**config.mk**
```make
export PLATFORM = sky130hd
export DESIGN_NAME = imem_loader
export DESIGN_NICKNAME = d
export VERILOG_FILES = /design/src/rtl/imem_loader_pkg.sv /design/src/rtl/imem_loader.sv
export SDC_FILE = /design/constraint.sdc
export NUM_CORES = 1
export LEC_CHECK = 0
export ABC_AREA = 0
export BUFFER_PORTS_ARGS = -buffer_cell sky130_fd_sc_hd__buf_2
export CORE_ASPECT_RATIO = 0.9
export CORE_MARGIN = 1
export CORE_UTILIZATION = 40
export CTS_BUF_LIST = sky130_fd_sc_hd__clkbuf_16
export DETAILED_ROUTE_END_ITERATION = 6
export PLACE_DENSITY = 0.68
export SETUP_SLACK_MARGIN = 0.1
export SYNTH_ARGS = -nofsm -noshare
export SYNTH_HDL_FRONTEND = slang
export SYNTH_SLANG_ARGS = --single-unit
```
**constraint.sdc**
```tcl
create_clock -name clk -period 3 [get_ports clk]
set_clock_uncertainty 0.05 [all_clocks]
set_input_delay 0.45 -clock clk [delete_from_list [all_inputs] [get_ports clk]]
set_output_delay 0.45 -clock clk [all_outputs]
set_load 0.02 [all_outputs]
```
**src/rtl/imem_loader_pkg.sv**
```systemverilog
// Shared types and constants for the boot-time instruction-memory loader.
package imem_loader_pkg;

  typedef enum logic [2:0] {
    StIdle,
    StLoad,
    StCheck,
    StDrain,
    StRun,
    StError
  } loader_state_t;

  localparam int unsigned IMEM_WORD_BYTES = 4;

endpackage

```
**src/rtl/imem_loader.sv**
```systemverilog
// Streams a host program image into instruction memory and holds the core in reset meanwhile.
// Define IMEM_LOADER_CHECKSUM_EN to require a trailing modulo-2^32 checksum beat per image.
module imem_loader
  import imem_loader_pkg::*;
#(
  parameter int unsigned DEPTH_WORDS = 256,
  parameter logic [31:0] BASE_ADDR   = 32'h0000_0000,
  localparam int unsigned CNT_W      = $clog2(DEPTH_WORDS) + 1
) (
  input  logic             clk,
  input  logic             reset,
  input  logic             load_start,
  input  logic [CNT_W-1:0] load_len,
  input  logic             s_valid,
  input  logic [31:0]      s_data,
  output logic             s_ready,
  output logic             imem_wr_en,
  output logic [31:0]      imem_wr_addr,
  output logic [31:0]      imem_wr_data,
  output logic             core_hold,
  output logic             busy,
  output logic             done,
  output logic             error,
  output logic [CNT_W-1:0] words_loaded
);

  loader_state_t    state_q;
  loader_state_t    start_state;
  logic [CNT_W-1:0] len_q;
  logic             start_take;
  logic             beat;
  logic             last_word;
`ifdef IMEM_LOADER_CHECKSUM_EN
  logic [31:0]      sum_q;
`endif

  // A new load is only honoured while no image is in flight.
  always_comb begin
    start_take = load_start &&
                 ((state_q == StIdle) || (state_q == StRun) || (state_q == StError));
    if (load_len == '0) begin
      start_state = StRun;
    end else if (load_len > CNT_W'(DEPTH_WORDS)) begin
      start_state = StError;
    end else begin
      start_state = StLoad;
    end
  end

  assign beat      = s_valid && s_ready;
  // words_loaded doubles as the write index: both count accepted image words.
  assign last_word = (words_loaded == len_q - CNT_W'(1));

  always_ff @(posedge clk) begin
    if (reset) begin
      state_q      <= StIdle;
      len_q        <= '0;
      s_ready      <= 1'b0;
      imem_wr_en   <= 1'b0;
      imem_wr_addr <= BASE_ADDR;
      imem_wr_data <= '0;
      core_hold    <= 1'b1;
      busy         <= 1'b0;
      done         <= 1'b0;
      error        <= 1'b0;
      words_loaded <= '0;
`ifdef IMEM_LOADER_CHECKSUM_EN
      sum_q        <= '0;
`endif
    end else begin
      imem_wr_en <= 1'b0;
      if (start_take) begin
        state_q      <= start_state;
        len_q        <= load_len;
        words_loaded <= '0;
        s_ready      <= (start_state == StLoad);
        busy         <= (start_state == StLoad);
        core_hold    <= (start_state != StRun);
        done         <= (start_state == StRun);
        error        <= (start_state == StError);
`ifdef IMEM_LOADER_CHECKSUM_EN
        sum_q        <= '0;
`endif
      end else begin
        case (state_q)
          StLoad: begin
            if (beat) begin
              imem_wr_en   <= 1'b1;
              imem_wr_addr <= BASE_ADDR + 32'(words_loaded) * IMEM_WORD_BYTES;
              imem_wr_data <= s_data;
              words_loaded <= words_loaded + CNT_W'(1);
`ifdef IMEM_LOADER_CHECKSUM_EN
              sum_q        <= sum_q + s_data;
              if (last_word) begin
                state_q <= StCheck;
              end
`else
              if (last_word) begin
                state_q <= StDrain;
                s_ready <= 1'b0;
              end
`endif
            end
          end
`ifdef IMEM_LOADER_CHECKSUM_EN
          StCheck: begin
            // The checksum beat is consumed but never written to memory.
            if (beat) begin
              s_ready <= 1'b0;
              if (s_data == sum_q) begin
                state_q <= StDrain;
              end else begin
                state_q <= StError;
                error   <= 1'b1;
                busy    <= 1'b0;
              end
            end
          end
`endif
          StDrain: begin
            state_q   <= StRun;
            busy      <= 1'b0;
            core_hold <= 1'b0;
            done      <= 1'b1;
          end
          default: ;
        endcase
      end
    end
  end

endmodule

```
# Word level (Yosys, flattened, before mapping)
# Cells that the tools add are included.
# Widths: inputs -> output; s select.
[word_totals] out_inout_bits=79 register_bits=68
[op_classes] magnitude_cmp=1 n_bitwise=2 n_addsub=2 eq_ne=11 mux=16 n_reduce_logical=17
[op_table] op="$mux 3" n=5
[op_table] op="$eq 3x3->1 const B" n=4
[op_table] op="$mux 1" n=10
[op_table] op="$add 9x1->9 const B" n=1
[op_table] op="$eq 9x9->1" n=1
[op_table] op="$gt 9x9->1 const B" n=1
[op_table] op="$logic_not 9->1" n=1
[op_table] op="$ne 3x3->1 const B" n=3
[op_table] op="$reduce_and 3->1" n=3
[op_table] op="$sub 9x1->9 const B" n=1
[op_table] op="$reduce_bool 2->1" n=4
[op_table] op="$eq 3x1->1 const B" n=2
[op_table] op="$pmux 3 s2" n=1
[op_table] op="$eq 3x2->1 const B" n=1
[op_table] op="$logic_not 3->1" n=1
[op_table] op="$reduce_bool 3->1" n=1
[op_table] op="$reduce_or 3->1" n=1
[op_table] op="$logic_and 1x1->1" n=2
[op_table] op="$logic_or 1x1->1" n=2
[op_table] op="$not 1->1" n=2
[op_table] op="$reduce_and 2->1" n=1
[op_table] op="$reduce_or 2->1" n=1

# Longest topological paths before layout
[logic_depth] word_depth=6 ltp_mapped=8 ltp_nobuf=8

# Least setup slack after synthesis
# OpenSTA, ideal clock, no wires.
[synth_timing] kind="register to register" from="register len_q[0]" to="register s_ready" t_required_ns=2.835 path_stages_with_launch=8 setup_ns=0.115 period_less_slack_ns=1.927 t_arrival_ns=1.762 setup_slack_ns=1.073 path_cell_list="dfxtp_1 > inv_1 > ha_1 > or3_1 > a221o_1 > o311ai_0 > nand4_1 > a31o_1"
[synth_between] elab_chain_cells=4
[synth_lines] item="from (decl)" line="imem_loader.sv:29" source="logic [CNT_W-1:0] len_q;"
[synth_lines] item="from (signal assigned)" line="imem_loader.sv:74" source="len_q <= load_len;"
[synth_lines] item="$sub 9x1->9" line="imem_loader.sv:52" source="assign last_word = (words_loaded == len_q - CNT_W'(1));"
[synth_lines] item="$eq 9x9->1" line="imem_loader.sv:52"
[synth_lines] item="$reduce_bool 2->1 (no source line)"
[synth_lines] item="$reduce_and 3->1 (no source line)"
[synth_lines] item="to (signal assigned)" line="imem_loader.sv:76" source="s_ready <= (start_state == StLoad);"
[synth_lines] item="to (decl)" line="imem_loader.sv:16" source="output logic s_ready,"
# Every way passes these cells.
# A chain may end at the register's enable or synchronous reset.

# Final worst setup path
# Same ends and word-level chain as after synthesis.

==> metrics.yaml <==
worst_setup_path:
  startpoint_type: "flop"
  ff2ff_setup_slack_ns: 0.88
  path_class: "flop to flop"
  r2r-end: "s_ready"
  crit_arrival_ns: 2.28
  reg2reg_depth: 7
  reg2reg_from: "len_q[0]"
  cp_max_fo: 6
  required_ns: 3.16
  worstSetupEndpointType: "flop"
power:
  p_leak_nw: 1.64
  power_density_nw_per_um2: 542
  finalPower_mw: 2.03
  ir_drop_mv: 0.441
die:
  core_um2: 7220
  die-area_um2: 8030
  initial_utilization_pct: 42.5
  num_io_pins: 124
  die_w_um: 94.3
  die_h_um: 85.1
  rows: 29
placement:
  io_buffers: 100
  gp_congestion: 0.788
  dpl.cell_count: 563
  dp_hpwl_um: 4950
clocking:
  h-tree-depth: 3
  cts_sinks: 68
  cts_tree: "done"
  postCtsHoldBufs: 0
  cts-resized-gates: 0
  cts.clk_slew.worst_paths_ns: 0.05
  clockRootBuffer: "clkbuf_16"
  cts.path.max_buffers: 2
  numCtsBuffers: 9
  clock_insertion_delay_worst_skew_ns: 0.32
  post_cts_buffers: 0
worst_hold_path:
  holdPathEnd: "imem_wr_data[18]"
  worstHoldPathCells: 3
  hold_start: "s_data[18]"
  worstHoldPathType: "input pin to flop"
synth:
  ys_seq_area_share_pct: 44.4
  synth_top_area_cell: "dfxtp_1"
  syn_inst: 392
  synth_cell_types: 40
  ys_warn_count: 0
  netlist_top_cells_area: "dfxtp_1 (44%), nand2_1 (14%), a21oi_1 (9.9%)"
  synthArstFlopShare_pct: 0
  avgSynthCellArea_um2: 7.83
  synth_ff_type: "dfxtp_1"
  syn_area_um2: 3070
  yosys.area.top_type_share_pct: 44.4
  synth_seq_cells: 68
  synth_edf_count: 0
global_routing:
  antenna_found_initial: 0
  grt_overflow: 0
  grt.total_usage_pct: 17.8
  grt_max_degree: 44
  grt_pass1_vias: 2573
  grt_pass1_wl_um: 11400
sta:
  setup-tns-final_ns: 0
  slew_headroom_pct: 60.9
  holdWs_ns: 0.318
  hold_violations: 0
  fmax_mhz: 472
  worst_pin_slew_ns: 0.585
  fin_crit_sh_pct: 70.6
  slew_violations: 0
  finalSetupViolCount: 0
  min_period_ns: 2.12
  rsz0062_at_grt: "false"
detailed_routing:
  vias_per_cell: 4.81
  top_layer_used: "met4"
  met1_length_um: 3200
  dr.pass1.iters: 5
  dr_wl_met2_um: 3290
  wl_per_cell_um: 11.9
  wl_um: 6900
  num_vias: 2781
  drc: 0
  route.met3.wl_um: 340
  drt_iter0_markers: 111
  drtAntennaViolNets: 0
outcome:
  status: "finished, final reports clean"
layout:
  drive_gt1_share_pct: 24.5
  nNetsFinal: 531
  antenna_cells: 0
  stdcell_count: 578
  layout_common_cells: "nand2_1 (112), buf_2 (100), dfxtp_1 (68)"
  final_common_cell: "nand2_1"
  syn_to_final_growth_pct: 22.0
run:
  max-cap-violations: 0
sequential cells by signal (all words and copies together) (netlist names):
name	cells
imem_wr_data	32
imem_wr_addr	9
len_q	9
words_loaded	9
state_q	3
busy	1
core_hold	1
done	1
error	1
imem_wr_en	1
s_ready	1
critical path: stages, from the launching register on:
cell	delay, ns
dfxtp_1	0.41
inv_1	0.07
ha_1	0.25
or3_1	0.36
a221o_1	0.31
o311ai_0	0.10
nand4_1	0.21
a31o_1	0.26
synth_stat cells, types with 7 or more instances:
master and count:
nor2_1 20, inv_1 8, xnor2_1 12, a21oi_1 61, nor4_1 7, nand2_1 112, dfxtp_1 68, buf_4 23
clkbuf_1 16
how the worst max path moves through the flow:
| stage | start | end | depth (start not counted) |
|---|---|---|---|
| after detailed placement | len_q[0] | s_ready | 7 |
| after global placement | len_q[0] | s_ready | 7 |
| after floorplan | len_q[0] | s_ready | 7 |
| after CTS | len_q[0] | s_ready | 7 |
| after global routing | len_q[0] | s_ready | 7 |
| final | len_q[0] | s_ready | 7 |
per-stage QoR:
| stage | util [%] | cell area (um^2) | worst slack [ns] |
|---|---|---|---|
| floorplan | - | 3150 | 1.07 |
| CTS | 51.9 | 3740 | 0.877 |
| global route | 51.9 | 3740 | 0.782 |
| global placement | 48.4 | 3490 | 0.975 |
| detailed placement | 48.4 | 3490 | 0.881 |
| finish | 51.9 | 3740 | 0.883 |
area by class of cell:
cell class | instances | area (um^2)
clock inverter | 6 | 26.3
fill | 714 | 3480
sequential | 68 | 1360
tap | 93 | 116
clock buffer | 9 | 225
timing repair buffer | 105 | 538
multi-input combinational | 289 | 1450
inverter | 8 | 30.0
metal layers:
layer / vias to the layer above / global-route usage, %
met4: 0 / 6.15
met2: 75 / 30.4
met3: 7 / 4.12
met5: - / 0
li1: 1425 / -
met1: 1274 / 22.0
power by group:
part	internal, mW	switching (mW)	total, mW
registers	0.923	0.0176	0.941
logic	0.0751	0.128	0.203
clock network	0.540	0.348	0.887
total	1.54	0.493	2.03
cell families after synthesis:
kind of cell | synth area share, %
AOI/OAI and AO/OA | 14.7
xor gates and xnor gates | 4.85
adders and majority gates | 2.04
buffers and inverters | 11.3
DFF | 44.4
other | 0.122
and+or+nand+nor | 22.6
Note: power is estimated with default switching activity, not from simulation.
